### config.mk
export PLATFORM = sky130hd
export DESIGN_NAME = instruction_sequencer
export DESIGN_NICKNAME = d
export VERILOG_FILES = /design/src/rtl/instruction_sequencer.sv
export SDC_FILE = /design/constraint.sdc
export NUM_CORES = 1
export LEC_CHECK = 0
export BUFFER_PORTS_ARGS = -buffer_cell sky130_fd_sc_hd__buf_2
export CAP_MARGIN = 25
export CORE_MARGIN = 2
export CORE_UTILIZATION = 54
export CTS_BUF_LIST = sky130_fd_sc_hd__clkbuf_16
export DETAILED_ROUTE_END_ITERATION = 7
export GPL_TIMING_DRIVEN = 1
export PLACE_DENSITY = 0.86
export SETUP_SLACK_MARGIN = 0.4
export SLEW_MARGIN = 20
export SYNTH_ARGS = -nofsm -noshare
export SYNTH_HDL_FRONTEND = slang
export SYNTH_SLANG_ARGS = --single-unit
### constraint.sdc
create_clock -name clk -period 3.33 [get_ports clk]
set_input_delay 0.1665 -clock clk [delete_from_list [all_inputs] [get_ports clk]]
set_output_delay 0.1665 -clock clk [all_outputs]
set_load 0.05 [all_outputs]
### src/rtl/instruction_sequencer.sv
// rtl/instruction_sequencer.sv - fetches instruction words, runs NOP/JUMP/REPEAT/HALT locally
// and issues datapath opcodes downstream over valid/ready, one instruction in flight.
module instruction_sequencer #(
  parameter int INST_ADDR_WIDTH = 12,
  parameter int REPEAT_WIDTH    = 16
) (
  input  logic                       clk,
  input  logic                       rst,
  input  logic                       start,
  input  logic [INST_ADDR_WIDTH-1:0] start_addr,
  output logic                       imem_rd_en,
  output logic [INST_ADDR_WIDTH-1:0] imem_addr,
  input  logic [31:0]                imem_rdata,
  output logic                       inst_valid,
  input  logic                       inst_ready,
  output logic [31:0]                inst_data,
  output logic                       busy,
  output logic                       halted,
  output logic                       illegal_op
);

  typedef enum logic [2:0] {
    S_IDLE,
    S_FETCH,
    S_DECODE,
    S_ISSUE,
    S_HALTED
  } state_t;

  localparam logic [3:0] OP_HALT   = 4'd9;
  localparam logic [3:0] OP_REPEAT = 4'd10;
  localparam logic [3:0] OP_JUMP   = 4'd11;

  state_t                     state_q, state_d;
  logic [INST_ADDR_WIDTH-1:0] pc_q, pc_d;
  logic [31:0]                ir_q, ir_d;
  logic [REPEAT_WIDTH-1:0]    rep_cnt_q, rep_cnt_d;
  logic [REPEAT_WIDTH-1:0]    issue_cnt_q, issue_cnt_d;
  logic                       arm_q, arm_d;
  logic                       rd_en_q, rd_en_d;
  logic                       valid_q, valid_d;
  logic                       busy_q, busy_d;
  logic                       halted_q, halted_d;
  logic                       illegal_q, illegal_d;

  logic [3:0]                 opcode;
  logic [INST_ADDR_WIDTH-1:0] pc_inc;
  logic [REPEAT_WIDTH-1:0]    rep_field;

  assign opcode    = imem_rdata[31:28];
  assign pc_inc    = pc_q + INST_ADDR_WIDTH'(1);
  assign rep_field = imem_rdata[REPEAT_WIDTH-1:0];

  always_comb begin
    state_d     = state_q;
    pc_d        = pc_q;
    ir_d        = ir_q;
    rep_cnt_d   = rep_cnt_q;
    issue_cnt_d = issue_cnt_q;
    arm_d       = arm_q;
    illegal_d   = 1'b0;

    case (state_q)
      S_IDLE, S_HALTED: begin
        if (start) begin
          pc_d    = start_addr;
          arm_d   = 1'b0;
          state_d = S_FETCH;
        end
      end
      S_FETCH: state_d = S_DECODE;
      S_DECODE: begin
        // imem_rdata is classified directly: IR only captures it on this same edge
        ir_d = imem_rdata;
        if (opcode == OP_JUMP) begin
          pc_d    = imem_rdata[INST_ADDR_WIDTH-1:0];
          arm_d   = 1'b0;
          state_d = S_FETCH;
        end else if (opcode == OP_REPEAT) begin
          rep_cnt_d = (rep_field == '0) ? REPEAT_WIDTH'(1) : rep_field;
          arm_d     = 1'b1;
          pc_d      = pc_inc;
          state_d   = S_FETCH;
        end else if (opcode == OP_HALT) begin
          arm_d   = 1'b0;
          state_d = S_HALTED;
        end else if (opcode >= 4'd1 && opcode <= 4'd8) begin
          issue_cnt_d = arm_q ? rep_cnt_q : REPEAT_WIDTH'(1);
          arm_d       = 1'b0;
          state_d     = S_ISSUE;
        end else begin
          illegal_d = (opcode >= 4'd12);
          pc_d      = pc_inc;
          state_d   = S_FETCH;
        end
      end
      S_ISSUE: begin
        if (valid_q && inst_ready) begin
          if (issue_cnt_q == REPEAT_WIDTH'(1)) begin
            pc_d    = pc_inc;
            state_d = S_FETCH;
          end else begin
            issue_cnt_d = issue_cnt_q - REPEAT_WIDTH'(1);
          end
        end
      end
      default: state_d = S_IDLE;
    endcase

    // Outputs are registered from the next state so they align with the state they describe
    rd_en_d  = (state_d == S_FETCH);
    valid_d  = (state_d == S_ISSUE);
    busy_d   = (state_d == S_FETCH) || (state_d == S_DECODE) || (state_d == S_ISSUE);
    halted_d = (state_d == S_HALTED);
  end

  always_ff @(posedge clk or posedge rst) begin
    if (rst) begin
      state_q     <= S_IDLE;
      pc_q        <= '0;
      ir_q        <= '0;
      rep_cnt_q   <= '0;
      issue_cnt_q <= '0;
      arm_q       <= 1'b0;
      rd_en_q     <= 1'b0;
      valid_q     <= 1'b0;
      busy_q      <= 1'b0;
      halted_q    <= 1'b0;
      illegal_q   <= 1'b0;
    end else begin
      state_q     <= state_d;
      pc_q        <= pc_d;
      ir_q        <= ir_d;
      rep_cnt_q   <= rep_cnt_d;
      issue_cnt_q <= issue_cnt_d;
      arm_q       <= arm_d;
      rd_en_q     <= rd_en_d;
      valid_q     <= valid_d;
      busy_q      <= busy_d;
      halted_q    <= halted_d;
      illegal_q   <= illegal_d;
    end
  end

  assign imem_rd_en = rd_en_q;
  assign imem_addr  = pc_q;
  assign inst_valid = valid_q;
  assign inst_data  = ir_q;
  assign busy       = busy_q;
  assign halted     = halted_q;
  assign illegal_op = illegal_q;

endmodule

==> qor.csv <==
stage,metric,value,unit
run_status,status,"complete, no violations",
timing,fin_skew,5.21,ps
synth,synth_edf_count,0,
grt,antenna_found_initial,0,
synth,ys_seq_elements,85,
cells_and_area,syn_to_final_growth,20.6,%
worst_hold_path,whs_path_depth,2,
route,drt_pass1_iterations,5,
power_and_ir_drop,leakage,2.28,nW
grt,grt_pass1_vias,3630,
clocking,cts_sinks,85,
setup_path,crit_type,reg -> reg,
route,via_count,3810,
floorplan,start_util,0.554,
timing,max_freq,0.382,GHz
timing,finalHoldViolations,0,
setup_path,end_kind,register,
placement,io_buffers,96,
timing,max_slew_margin,0.413,
floorplan,die-area,8580,um2
synth,ys_async_sr_fraction,1.00,
power_and_ir_drop,ir_drop,0.693,mV
timing,report.final.slew_viol_count,0,
grt,grtUsageTotal,0.274,
synth,yosysSeqAreaShare,0.502,
clocking,cts_tree,built,
timing,grt_setup_unrepaired,no,
setup_path,crit_required,3560,ps
flow_run,cap_violations,0,
cells_and_area,fin_area,5110,um2
timing,period_share,0.786,
timing,setup-violations-final,0,
route,drc_errors,0,
clocking,cts_resized,0,
route,wl_per_cell,19.4,um
synth,synth_nets,445,
synth,synth.distinct_cells,64,
timing,worst_slew_pin_slew,873,ps
power_and_ir_drop,p_per_area,1250,nW/um2
synth,synth_warnings,0,
clocking,cts-htree-levels,3,
setup_path,r2r-end,issue_cnt_q[6],
setup_path,critPathLaunchType,register,
floorplan,die_h,92.6,um
route,drtIter0Drc,403,
placement,dp_hpwl,7930,um
setup_path,r2r_cells,5,
synth,synth_area_per_cell,10.8,um2
synth,netlist_area,4240,um2
setup_path,worstPathArrival,2850,ps
setup_path,r2r_slack,710,ps
placement,gp_congestion,0.992,
cells_and_area,fin_nets,538,
floorplan,row_count,32,
grt,grt_max_degree,50,
route,drt_wl_total,11500,um
clocking,cts.clk_slew.worst_paths,70,ps
setup_path,crit_end,issue_cnt_q[6],
timing,period_minus_slack,2620,ps
worst_hold_path,hp-start,imem_rdata[19],
placement,post_dp_cell_area,4820,um2
floorplan,coreArea,7650,um2
clocking,clockBufferDepth,2,
grt,grt_pass1_wl,18400,um
timing,holdWs,54.0,ps
synth,ys.flop_type,dfrtp_1,
route,via_per_inst,6.41,
route,postRouteAntennaNets,0,
cells_and_area,antenna_cells,0,
floorplan,num_io_pins,97,
clocking,cts_root_buffer,clkbuf_16,
setup_path,setup.worst_path.start,state_q[2],
grt,overflow,0,
clocking,numCtsBuffers,9,
worst_hold_path,hold_class,in -> reg,
synth,syn_inst,394,
floorplan,die_w,92.6,um
timing,fin_setup_tns,0,ps
setup_path,r2r_start,state_q[2],
clocking,clk_latency,340,ps
setup_path,worstPathMaxFanout,15,
cells_and_area,drive_gt1_frac,0.372,
## cells in the final DEF (no fill, tap or decap), types with 8 or more instances in the layout
master,instances
buf_2,96
mux2_2,47
nor2_1,17
a21oi_1,27
o21ai_0,20
dfrtp_1,85
clkbuf_16,9
nor4_1,8
nand2_1,19
a31oi_1,23
nor3_1,15
## metal layers
metal  GRT usage  share of wire
met1       0.383           0.42
met2       0.431           0.49
met3      0.0561          0.073
met4      0.0919          0.020
met5           0              0
## worst min-delay path by stage
| stage | endpoint | slack (ps) |
|---|---|---|
| after global placement | imem_addr[5] | 340 |
| after detailed placement | imem_addr[7] | 350 |
| after CTS | inst_data[19] | 50 |
| after floorplan | arm_q | 310 |
| final | inst_data[19] | 50 |
| after global routing | inst_data[20] | 50 |
## kinds of logic (layout without fill, tap and decap cells)
logic type,count (synthesis),after routing,synth area share
fa+ha+maj,3,3,0.00885
simple gates,102,102,0.133
buf+inv,32,130,0.0325
mux,51,51,0.135
compound gates,121,121,0.189
flops,85,85,0.502
## synthesized netlist by cell type, drive strengths merged, types with 2 or more instances
master	instances	area [um2]
a21oi	27	135
a22oi	2	15.0
a31o	3	26.3
a31oi	23	144
a32oi	5	51.3
and2	4	25.0
and3	7	43.8
buf	9	51.3
clkbuf	14	52.6
dfrtp	85	2130
ha	3	37.5
inv	9	33.8
mux2	48	541
mux2i	3	30.0
nand2	20	82.6
nand2b	3	18.8
nand3	6	30.0
nand4	3	18.8
nor2	20	80.1
nor3	15	75.1
nor4	9	71.3
o211ai	2	15.0
o21a	2	16.3
o21ai	22	114
o22a	7	61.3
o22ai	5	31.3
o31ai	6	45.0
o32a	2	20.0
o41ai	3	26.3
or4	6	48.8
## critical path, stage by stage (launching register included)
cell	delay [ps]
dfrtp_1	430
nand2b_1	380
or4_1	670
o21ai_2	340
nand2_1	380
o22a_1	300
## registers in the layout, summed over array words and instances (netlist names)
signal	cells
inst_valid	1
state_q	3
halted	1
rep_cnt_q	16
imem_rd_en	1
issue_cnt_q	16
arm_q	1
imem_addr	12
inst_data	32
illegal_op	1
busy	1
## layout make-up
type                            count  area [um2]
Fill cell                         576        2530
Multi-Input combinational cell    277        1980
Tap cell                          102         128
Timing Repair Buffer              105         563
Clock inverter                      7        56.3
Clock buffer                        9         225
Inverter                            9        35.0
Sequential cell                    85        2130
## where the power goes
group / switching [W] / internal (W)
sequential: 0.000423 / 0.00153
clock: 0.000448 / 0.000515
combinational: 0.00238 / 0.00111
total: 0.00326 / 0.00316
## repair_timing
action	in CTS	in global routing
endpoints found under the hold margin	29	0
hold buffers	1	0
setup buffers	0	0
setup endpoints to repair	0	0
## stage by stage
step,total power (W),util,setup slack [ps],instances
final,0.00641,0.669,713,594
after global routing,0.00672,0.669,620,594
after CTS,0.00636,0.669,785,594
after detailed placement,0.00538,0.630,803,577
after global placement,0.00528,0.630,897,577
after floorplan,0.00454,-,970,394
Power figures use the tool's default switching activity.
